===== config.mk =====
export PLATFORM = sky130hd
export DESIGN_NAME = blur_kernel_sequencer
export DESIGN_NICKNAME = d
export VERILOG_FILES = /design/src/rtl/blur_kernel_sequencer.sv
export SDC_FILE = /design/constraint.sdc
export NUM_CORES = 1
export LEC_CHECK = 0
export CAP_MARGIN = 10
export CORE_MARGIN = 10
export CORE_UTILIZATION = 30
export CTS_CLUSTER_SIZE = 28
export DETAILED_ROUTE_END_ITERATION = 7
export HOLD_SLACK_MARGIN = 0.06
export PLACE_DENSITY = 0.56
export RECOVER_POWER = 50
export SYNTH_ARGS = -nofsm -noshare
export SYNTH_HDL_FRONTEND = slang
export SYNTH_SLANG_ARGS = --single-unit
export TNS_END_PERCENT = 5

===== constraint.sdc =====
create_clock -name clk_in -period 6.5 [get_ports clk_in]
set_clock_uncertainty 0.1 [all_clocks]
set_input_delay 0.65 -clock clk_in [delete_from_list [all_inputs] [get_ports clk_in]]
set_output_delay 0.65 -clock clk_in [all_outputs]
set_load 0.1 [all_outputs]

===== src/rtl/blur_kernel_sequencer.sv =====
// Walks every pixel of one octave, fetches its edge-clamped 3x3 neighbourhood,
// hands the kernel to the blur unit and writes the result back to memory.
module blur_kernel_sequencer #(
    parameter int WIDTH      = 128,
    parameter int HEIGHT     = 128,
    parameter int BIT_DEPTH  = 8,
    parameter int RD_LATENCY = 2,
    parameter int TIMEOUT    = 64,
    localparam int ADDR_W    = $clog2(WIDTH * HEIGHT * 2)
) (
    input  logic                   clk_in,
    input  logic                   rst_in_n,
    input  logic                   start_in,
    input  logic [1:0]             level_in,
    input  logic [ADDR_W-1:0]      src_base_in,
    input  logic [ADDR_W-1:0]      dst_base_in,
    output logic [ADDR_W-1:0]      rd_addr_out,
    output logic                   rd_en_out,
    input  logic [BIT_DEPTH-1:0]   rd_data_in,
    output logic [3*BIT_DEPTH-1:0] row0_out,
    output logic [3*BIT_DEPTH-1:0] row1_out,
    output logic [3*BIT_DEPTH-1:0] row2_out,
    output logic                   blur_valid_out,
    input  logic [BIT_DEPTH-1:0]   blur_data_in,
    input  logic                   blur_valid_in,
    output logic [ADDR_W-1:0]      wr_addr_out,
    output logic [BIT_DEPTH-1:0]   wr_data_out,
    output logic                   wr_en_out,
    output logic                   busy_out,
    output logic                   done_out,
    output logic                   error_out,
    output logic [2:0]             fsm_state_out
);

    localparam int LOG2_W     = $clog2(WIDTH);
    localparam int FETCH_LAST = 9 + RD_LATENCY;
    localparam int CNT_W      = $clog2(FETCH_LAST + 1);
    localparam int WT_W       = $clog2(TIMEOUT + 1);
    localparam logic [ADDR_W-1:0] ONE = 1;

    localparam logic [2:0] S_IDLE      = 3'd0;
    localparam logic [2:0] S_FETCH     = 3'd1;
    localparam logic [2:0] S_WAIT_BLUR = 3'd2;
    localparam logic [2:0] S_WRITE     = 3'd3;
    localparam logic [2:0] S_NEXT      = 3'd4;
    localparam logic [2:0] S_DONE      = 3'd5;

    logic [2:0]           state;
    logic [CNT_W-1:0]     cnt;
    logic [1:0]           kx, ky, lvl;
    logic [ADDR_W-1:0]    x, y, src_base, dst_base;
    logic [WT_W-1:0]      wait_cnt;
    logic [BIT_DEPTH-1:0] result;
    logic                 error_q;
    logic [BIT_DEPTH-1:0] slot [0:8];

    logic [ADDR_W-1:0] w_m1, h_m1, cx, cy;
    logic [5:0]        w_shift;
    logic              issue, capture;
    logic [3:0]        cap_idx;

    assign w_m1    = ADDR_W'((WIDTH >> lvl) - 1);
    assign h_m1    = ADDR_W'((HEIGHT >> lvl) - 1);
    assign w_shift = 6'(LOG2_W) - {4'd0, lvl};

    // Neighbour coordinates saturate at the image border instead of wrapping.
    always_comb begin
        cx = x;
        cy = y;
        if (kx == 2'd0)      cx = (x == '0) ? x : x - ONE;
        else if (kx == 2'd2) cx = (x == w_m1) ? x : x + ONE;
        if (ky == 2'd0)      cy = (y == '0) ? y : y - ONE;
        else if (ky == 2'd2) cy = (y == h_m1) ? y : y + ONE;
    end

    // Read k issues at fetch count k and its data is taken RD_LATENCY counts later.
    assign issue   = (state == S_FETCH) && (cnt < CNT_W'(9));
    assign capture = (state == S_FETCH) && (cnt >= CNT_W'(RD_LATENCY))
                     && (cnt < CNT_W'(FETCH_LAST));
    assign cap_idx = 4'(cnt - CNT_W'(RD_LATENCY));

    assign rd_en_out   = issue;
    assign rd_addr_out = issue ? src_base + (cy << w_shift) + cx : '0;

    // Blur handshake: blur_valid_out is a one-cycle strobe with rows stable;
    // the unit answers later with a one-cycle blur_valid_in, no backpressure.
    assign blur_valid_out = (state == S_FETCH) && (cnt == CNT_W'(FETCH_LAST));
    assign row0_out = {slot[2], slot[1], slot[0]};
    assign row1_out = {slot[5], slot[4], slot[3]};
    assign row2_out = {slot[8], slot[7], slot[6]};

    assign wr_en_out   = (state == S_WRITE);
    assign wr_addr_out = wr_en_out ? dst_base + (y << w_shift) + x : '0;
    assign wr_data_out = wr_en_out ? result : '0;

    assign busy_out      = (state != S_IDLE);
    assign done_out      = (state == S_DONE);
    assign error_out     = error_q;
    assign fsm_state_out = state;

    always_ff @(posedge clk_in or negedge rst_in_n) begin
        if (!rst_in_n) begin
            state    <= S_IDLE;
            cnt      <= '0;
            kx       <= '0;
            ky       <= '0;
            lvl      <= '0;
            x        <= '0;
            y        <= '0;
            src_base <= '0;
            dst_base <= '0;
            wait_cnt <= '0;
            result   <= '0;
            error_q  <= 1'b0;
            for (int i = 0; i < 9; i++) slot[i] <= '0;
        end else begin
            case (state)
                S_IDLE: begin
                    if (start_in) begin
                        lvl      <= level_in;
                        src_base <= src_base_in;
                        dst_base <= dst_base_in;
                        x        <= '0;
                        y        <= '0;
                        cnt      <= '0;
                        kx       <= '0;
                        ky       <= '0;
                        error_q  <= 1'b0;
                        state    <= S_FETCH;
                    end
                end
                S_FETCH: begin
                    if (issue) begin
                        if (kx == 2'd2) begin
                            kx <= 2'd0;
                            ky <= ky + 2'd1;
                        end else begin
                            kx <= kx + 2'd1;
                        end
                    end
                    if (capture) slot[cap_idx] <= rd_data_in;
                    if (cnt == CNT_W'(FETCH_LAST)) begin
                        cnt      <= '0;
                        kx       <= '0;
                        ky       <= '0;
                        wait_cnt <= '0;
                        state    <= S_WAIT_BLUR;
                    end else begin
                        cnt <= cnt + CNT_W'(1);
                    end
                end
                S_WAIT_BLUR: begin
                    if (blur_valid_in) begin
                        result <= blur_data_in;
                        state  <= S_WRITE;
                    end else if (wait_cnt == WT_W'(TIMEOUT - 1)) begin
                        error_q <= 1'b1;
                        state   <= S_IDLE;
                    end else begin
                        wait_cnt <= wait_cnt + WT_W'(1);
                    end
                end
                S_WRITE: state <= S_NEXT;
                S_NEXT: begin
                    if (x != w_m1) begin
                        x     <= x + ONE;
                        state <= S_FETCH;
                    end else begin
                        x <= '0;
                        if (y == h_m1) begin
                            y     <= '0;
                            state <= S_DONE;
                        end else begin
                            y     <= y + ONE;
                            state <= S_FETCH;
                        end
                    end
                end
                S_DONE:  state <= S_IDLE;
                default: state <= S_IDLE;
            endcase
        end
    end

endmodule


# After elaboration in Yosys (flattened, before gate mapping)
# Index checks and enable logic that the tools add are counted.
[word_totals] regBits=161 inputBits=52 output_inout_bits=119 elab_cells=139
[op_classes] addsub=15 magnitude_cmp=5 eq_ne=21 shifts=3 muxes=47 bitwise=1 reduce_logical=26
[ops] operator="$mux W15" count=14
[ops] operator="$bwmux W72" count=1
[ops] operator="$add A15 B15 Y15" count=4
[ops] operator="$pmux W15 S2" count=2
[ops] operator="$demux W8 S4" count=1
[ops] operator="$add A15 B1 Y15 const B" count=2
[ops] operator="$eq A15 B15 Y1" count=2
[ops] operator="$logic_not A15 Y1" count=2
[ops] operator="$shl A15 B6 Y15" count=2
[ops] operator="$sub A15 B1 Y15 const B" count=2
[ops] operator="$mux W7" count=3
[ops] operator="$mux W3" count=6
[ops] operator="$mux W8" count=2
[ops] operator="$ne A15 B15 Y1" count=1
[ops] operator="$pmux W3 S5" count=1
[ops] operator="$shr A8 B2 Y15 const A" count=1
[ops] operator="$sub A15 B2 Y15 const B" count=1
[ops] operator="$mux W2" count=7
[ops] operator="$pmux W7 S2" count=1
[ops] operator="$reduce_and A4 Y1" count=3
[ops] operator="$ne A2 B2 Y1 const B" count=5
[ops] operator="$reduce_and A2 Y1" count=5
[ops] operator="$reduce_and A3 Y1" count=3
[ops] operator="$lt A4 B4 Y1 const B" count=2
[ops] operator="other kinds (28)" count=45

# Logic depth before layout (Yosys ltp)
[depth] ltp_word=10 ltp_mapped=21 depth_no_buf=21

# Worst setup path after synthesis
# No wires, ideal clock.
[synth_path] kind="register to output" start="register x[12]" end="output port rd_addr_out[13]" arrival_time_ns=5.556 setup_slack_ns=0.194 stages_incl_launch_ff=21 path_buffers=0 path_cell_list="dfrtp_1 > or4_4 > nand3b_4 > nor4_4 > nand2_2 > ha_1 > nor2_1 > a21oi_1 > o21ai_0 > ha_1 > ha_1 > inv_1 > fa_1 > nor2b_1 > o21ai_0 > a21boi_0 > o21ai_0 > a21oi_1 > a31oi_1 > o21ai_0 > mux2i_1"
[synth_via] elab_chain_len=6 word_cells_on_any_way=10
[synth_lines] item="start, declared" line_no="51" source="logic [ADDR_W-1:0] x, y, src_base, dst_base;"
[synth_lines] item="start signal, assigned" line_no="166" source="x <= x + ONE;"
[synth_lines] item="$add A15 B1 Y15 or $eq A15 B15 Y1 (tied branches)" line_no="71" source="else if (kx == 2'd2) cx = (x == w_m1) ? x : x + ONE;"
[synth_lines] item="$mux W15 (2 in a row)" line_no="71"
[synth_lines] item="$mux W15 *" line_no="70" source="if (kx == 2'd0) cx = (x == '0) ? x : x - ONE;"
[synth_lines] item="$add A15 B15 Y15 *" line_no="83" source="assign rd_addr_out = issue ? src_base + (cy << w_shift) + cx : '0;"
[synth_lines] item="$mux W15 *" line_no="83"
[synth_lines] item="end, declared" line_no="17" source="output logic [ADDR_W-1:0] rd_addr_out,"
# Every way passes the cells marked *; elsewhere a longest branch is shown, timed or not.

# Worst setup path after layout
[layout_path] start="register y[4]" end="output port rd_addr_out[14]"
[layout_via] elab_chain_len=8 word_cells_on_any_way=12
[layout_lines] item="start, declared" line_no="51"
[layout_lines] item="start signal, assigned" line_no="174" source="y <= y + ONE;"
[layout_lines] item="$add A15 B1 Y15 or $eq A15 B15 Y1 (tied branches)" line_no="73" source="else if (ky == 2'd2) cy = (y == h_m1) ? y : y + ONE;"
[layout_lines] item="$mux W15 (2 in a row)" line_no="73"
[layout_lines] item="$mux W15 *" line_no="72" source="if (ky == 2'd0) cy = (y == '0) ? y : y - ONE;"
[layout_lines] item="$shl A15 B6 Y15 *" line_no="83"
[layout_lines] item="$add A15 B15 Y15 * (2 in a row)" line_no="83"
[layout_lines] item="$mux W15 *" line_no="83"
# Marked as above.

==> run_results.csv <==
group,metric,value,unit
sta,relSlewSlack,-2.18,
global_routing,overflow,0,
critical_path,startpoint,"y[4]",
yosys,synth.distinct_cells,77,
min_path,worstHoldPathCells,1,
clocking,cts-root-buf,"clkbuf_16",
floorplan,row_count,67,
detailed_routing,wirelength,31300,um
yosys,synth_xor_area_frac,0.0382,
yosys,yosys.area.top_type,"dfrtp_1",
yosys,ys_seq_area_frac,0.391,
sta,fmax,160,MHz
cells_and_area,areaGrowthSynthToFinish,28.0,%
global_routing,grt_pass1_wl,48900,um
critical_path,cp_slowest_cell,"fa_1",
floorplan,die_w,205,um
yosys,synthMuxAreaShare,0.149,
yosys,synth_seq_cells,161,
clocking,clkSinkCount,161,
floorplan,die_h,205,um
cells_and_area,layout_commonest_cell,"dfrtp_1",
detailed_routing,detail-route-antenna-nets,0,
global_routing,antenna_found_initial,2,
yosys,synth_top_family_by_area,"simple AND/OR/NAND/NOR gates",
clocking,hold_buffers,0,
yosys,syn_inst,1017,
place,io_buffers,170,
yosys,synth_fp_nets,1142,
outcome,outcome,"complete, but fails checks",
cells_and_area,layout_common_cells,"dfrtp_1, clkdlybuf4s50_1, mux2_2, nor2_1, o21ai_0",
critical_path,start_kind,"flip-flop",
yosys,synth_edf_count,0,
cells_and_area,nets,1300,
floorplan,io_pins,171,
critical_path,crit_path_frequent_cell,"nor3_1",
place,dp.cells,1602,
yosys,synthArstFlopShare,1.00,
floorplan,initial_utilization,0.306,
global_routing,first_global_vias,8284,
detailed_routing,viasPerCell,5.02,
min_path,hold_path.class,"reg2reg",
sta,fin_crit_sh,0.960,
yosys,synth_compound_area_frac,0.126,
cells_and_area,stdcell_count,1637,
sta,setup_viol,0,
min_path,hp-start,"ky[0]",
critical_path,r2r_start,"fsm_state_out[1]",
yosys,postSynthAreaPerCell,10.1,sq um
clocking,cts_tree,"yes",
detailed_routing,dr_total_vias,8225,
yosys,yosysWarnings,0,
yosys,syn_area,10300,sq um
place,hpwl,23500,um
yosys,ys.flop_type,"dfrtp_1",
detailed_routing,first_pass_iters,5,
clocking,numCtsBuffers,17,
critical_path,worstPathMaxFanout,11,
detailed_routing,avgRoutedWirePerCell,19.1,um
critical_path,reg2regPathDepth,7,
critical_path,crit_type,"reg2out",
yosys,synth_area_leaders,"dfrtp_1, mux2_2, ha_1, fa_1, o21ai_0",
critical_path,reg2reg_setup_slack,2220,ps
place,gp_congestion,0.901,
outcome,violations,"max-capacitance violations, max-slew violations",
critical_path,r2r-end,"y[14]",
yosys,synth_fa_ha_area_frac,0.105,
clocking,clk_pin_slew_worst_paths,70,ps
detailed_routing,drtIter0Drc,470,
sta,tns,0,ps
cells_and_area,drive_gt1_frac,0.186,
critical_path,crit_required,5750,ps
sta,hold_viol,0,
floorplan,core-area,33700,sq um
detailed_routing,drc,0,
floorplan,dieArea,42200,sq um
yosys,yosysTopAreaCellShare,0.391,
global_routing,grt_max_degree,99,
critical_path,critPathMaxStageDelay,480,ps
clocking,htreeDepth,4,
critical_path,crit_path_cell_trace,"buf_4 > nor3_1 > nand4_1 > o21ai_2 > o22ai_1 > xor2_1 > mux2i_1 > mux2_2 > fa_1 > inv_1 > ha_1 > o21a_1 > o2111a_1 > a211oi_2 > o21bai_1 > a21o_1 > a31oi_1 > nor3_1 > nor3b_2 > buf_12",
yosys,yosys.area_share.simple,0.158,
clocking,clock_latency,450,ps
critical_path,crit_arrival,5490,ps
sta,period_minus_slack,6240,ps
min_path,hold_end,"ky[0]",
flow_run,cap_viol_max_count,2,
global_routing,gr-usage-all-layers,0.149,
sta,worst_pin_slew,4770,ps
sta,drv_slew,141,
critical_path,critPathCaptureType,"output pin",
clocking,clk_path_buf_depth,2,
worst max path at each step:
| stage | cells past startpoint | end |
|---|---|---|
| after floorplan | 20 | rd_addr_out[13] |
| after detailed placement | 20 | rd_addr_out[13] |
| after CTS | 20 | rd_addr_out[13] |
| after global routing | 21 | rd_addr_out[14] |
| after global placement | 20 | rd_addr_out[13] |
| final | 20 | rd_addr_out[14] |
metrics by stage:
stage / hold slack, ps / instance area [sq um] / worst slack [ps] / utilization
after floorplan: 254 / 10300 / 194 / -
after global placement: 379 / 12500 / 355 / 0.371
after detailed placement: 382 / 12500 / 338 / 0.371
after CTS: 250 / 13100 / 44.1 / 0.390
after global routing: 412 / 13200 / -7.04 / 0.392
final: 394 / 13200 / 261 / 0.392
timing repair:
action,4_1_cts,5_1_grt
setup endpoints to repair,2,3
pin swaps,0,5
resized for setup,3,14
buffers inserted,0,2
layer usage:
layer  share of wire  vias up  GRT usage
met1            0.45     4049      0.194
met2            0.45      191      0.231
met4          0.0073        4     0.0299
met3           0.083       18     0.0585
li1                -     3963          -
met5         0.00045        -          0
critical path, delay by kind of cell (launching register included):
kind	cells	cell delay (ps)
buf+inv	3	480
flops	1	470
simple gates	4	1020
mux	2	420
fa+ha+maj	2	800
compound gates	8	1620
xor+xnor	1	230
synthesized netlist by cell type (9+ instances only):
cell      count
and2_1       18
xor2_1       22
nand2b_1     10
dfrtp_1     161
xnor2_1      23
clkbuf_1     29
mux2i_1      21
nand2_1      68
a31oi_1      12
o21ai_0      73
inv_1        34
nor3_1       27
mux2_2      112
nor2b_1      12
and3_1       22
nand3_1      25
a21o_1        9
nor2_1       79
nand4_1      13
buf_2        14
o21ai_1      11
ha_1         51
fa_1         22
o31ai_1      19
a21oi_1      32
registers in the layout, summed over array words and instances (netlist names):
name	count
row0_out	24
result	8
x	15
kx	2
wait_cnt	7
dst_base	15
lvl	2
cnt	4
src_base	15
row1_out	24
row2_out	24
y	15
fsm_state_out	3
error_out	1
ky	2
final cells by class:
cell class / count / area [sq um]
tap: 448 / 561
antenna: 1 / 2.50
sequential: 161 / 4030
clock buffer: 17 / 425
clock inverter: 15 / 193
multi-input combinational: 770 / 5990
fill: 3396 / 20500
inverter: 36 / 135
timing repair buffer: 189 / 1860
cell families after synthesis:
| kind of cell | Yosys count |
|---|---|
| buf+inv | 86 |
| fa+ha+maj | 73 |
| mux | 136 |
| xor+xnor | 45 |
| simple gates | 312 |
| flops | 161 |
| compound gates | 204 |
Power is left out: the tool's default activity adds up to more than one toggle a clock period on the data nets, which glitch-free logic cannot reach.
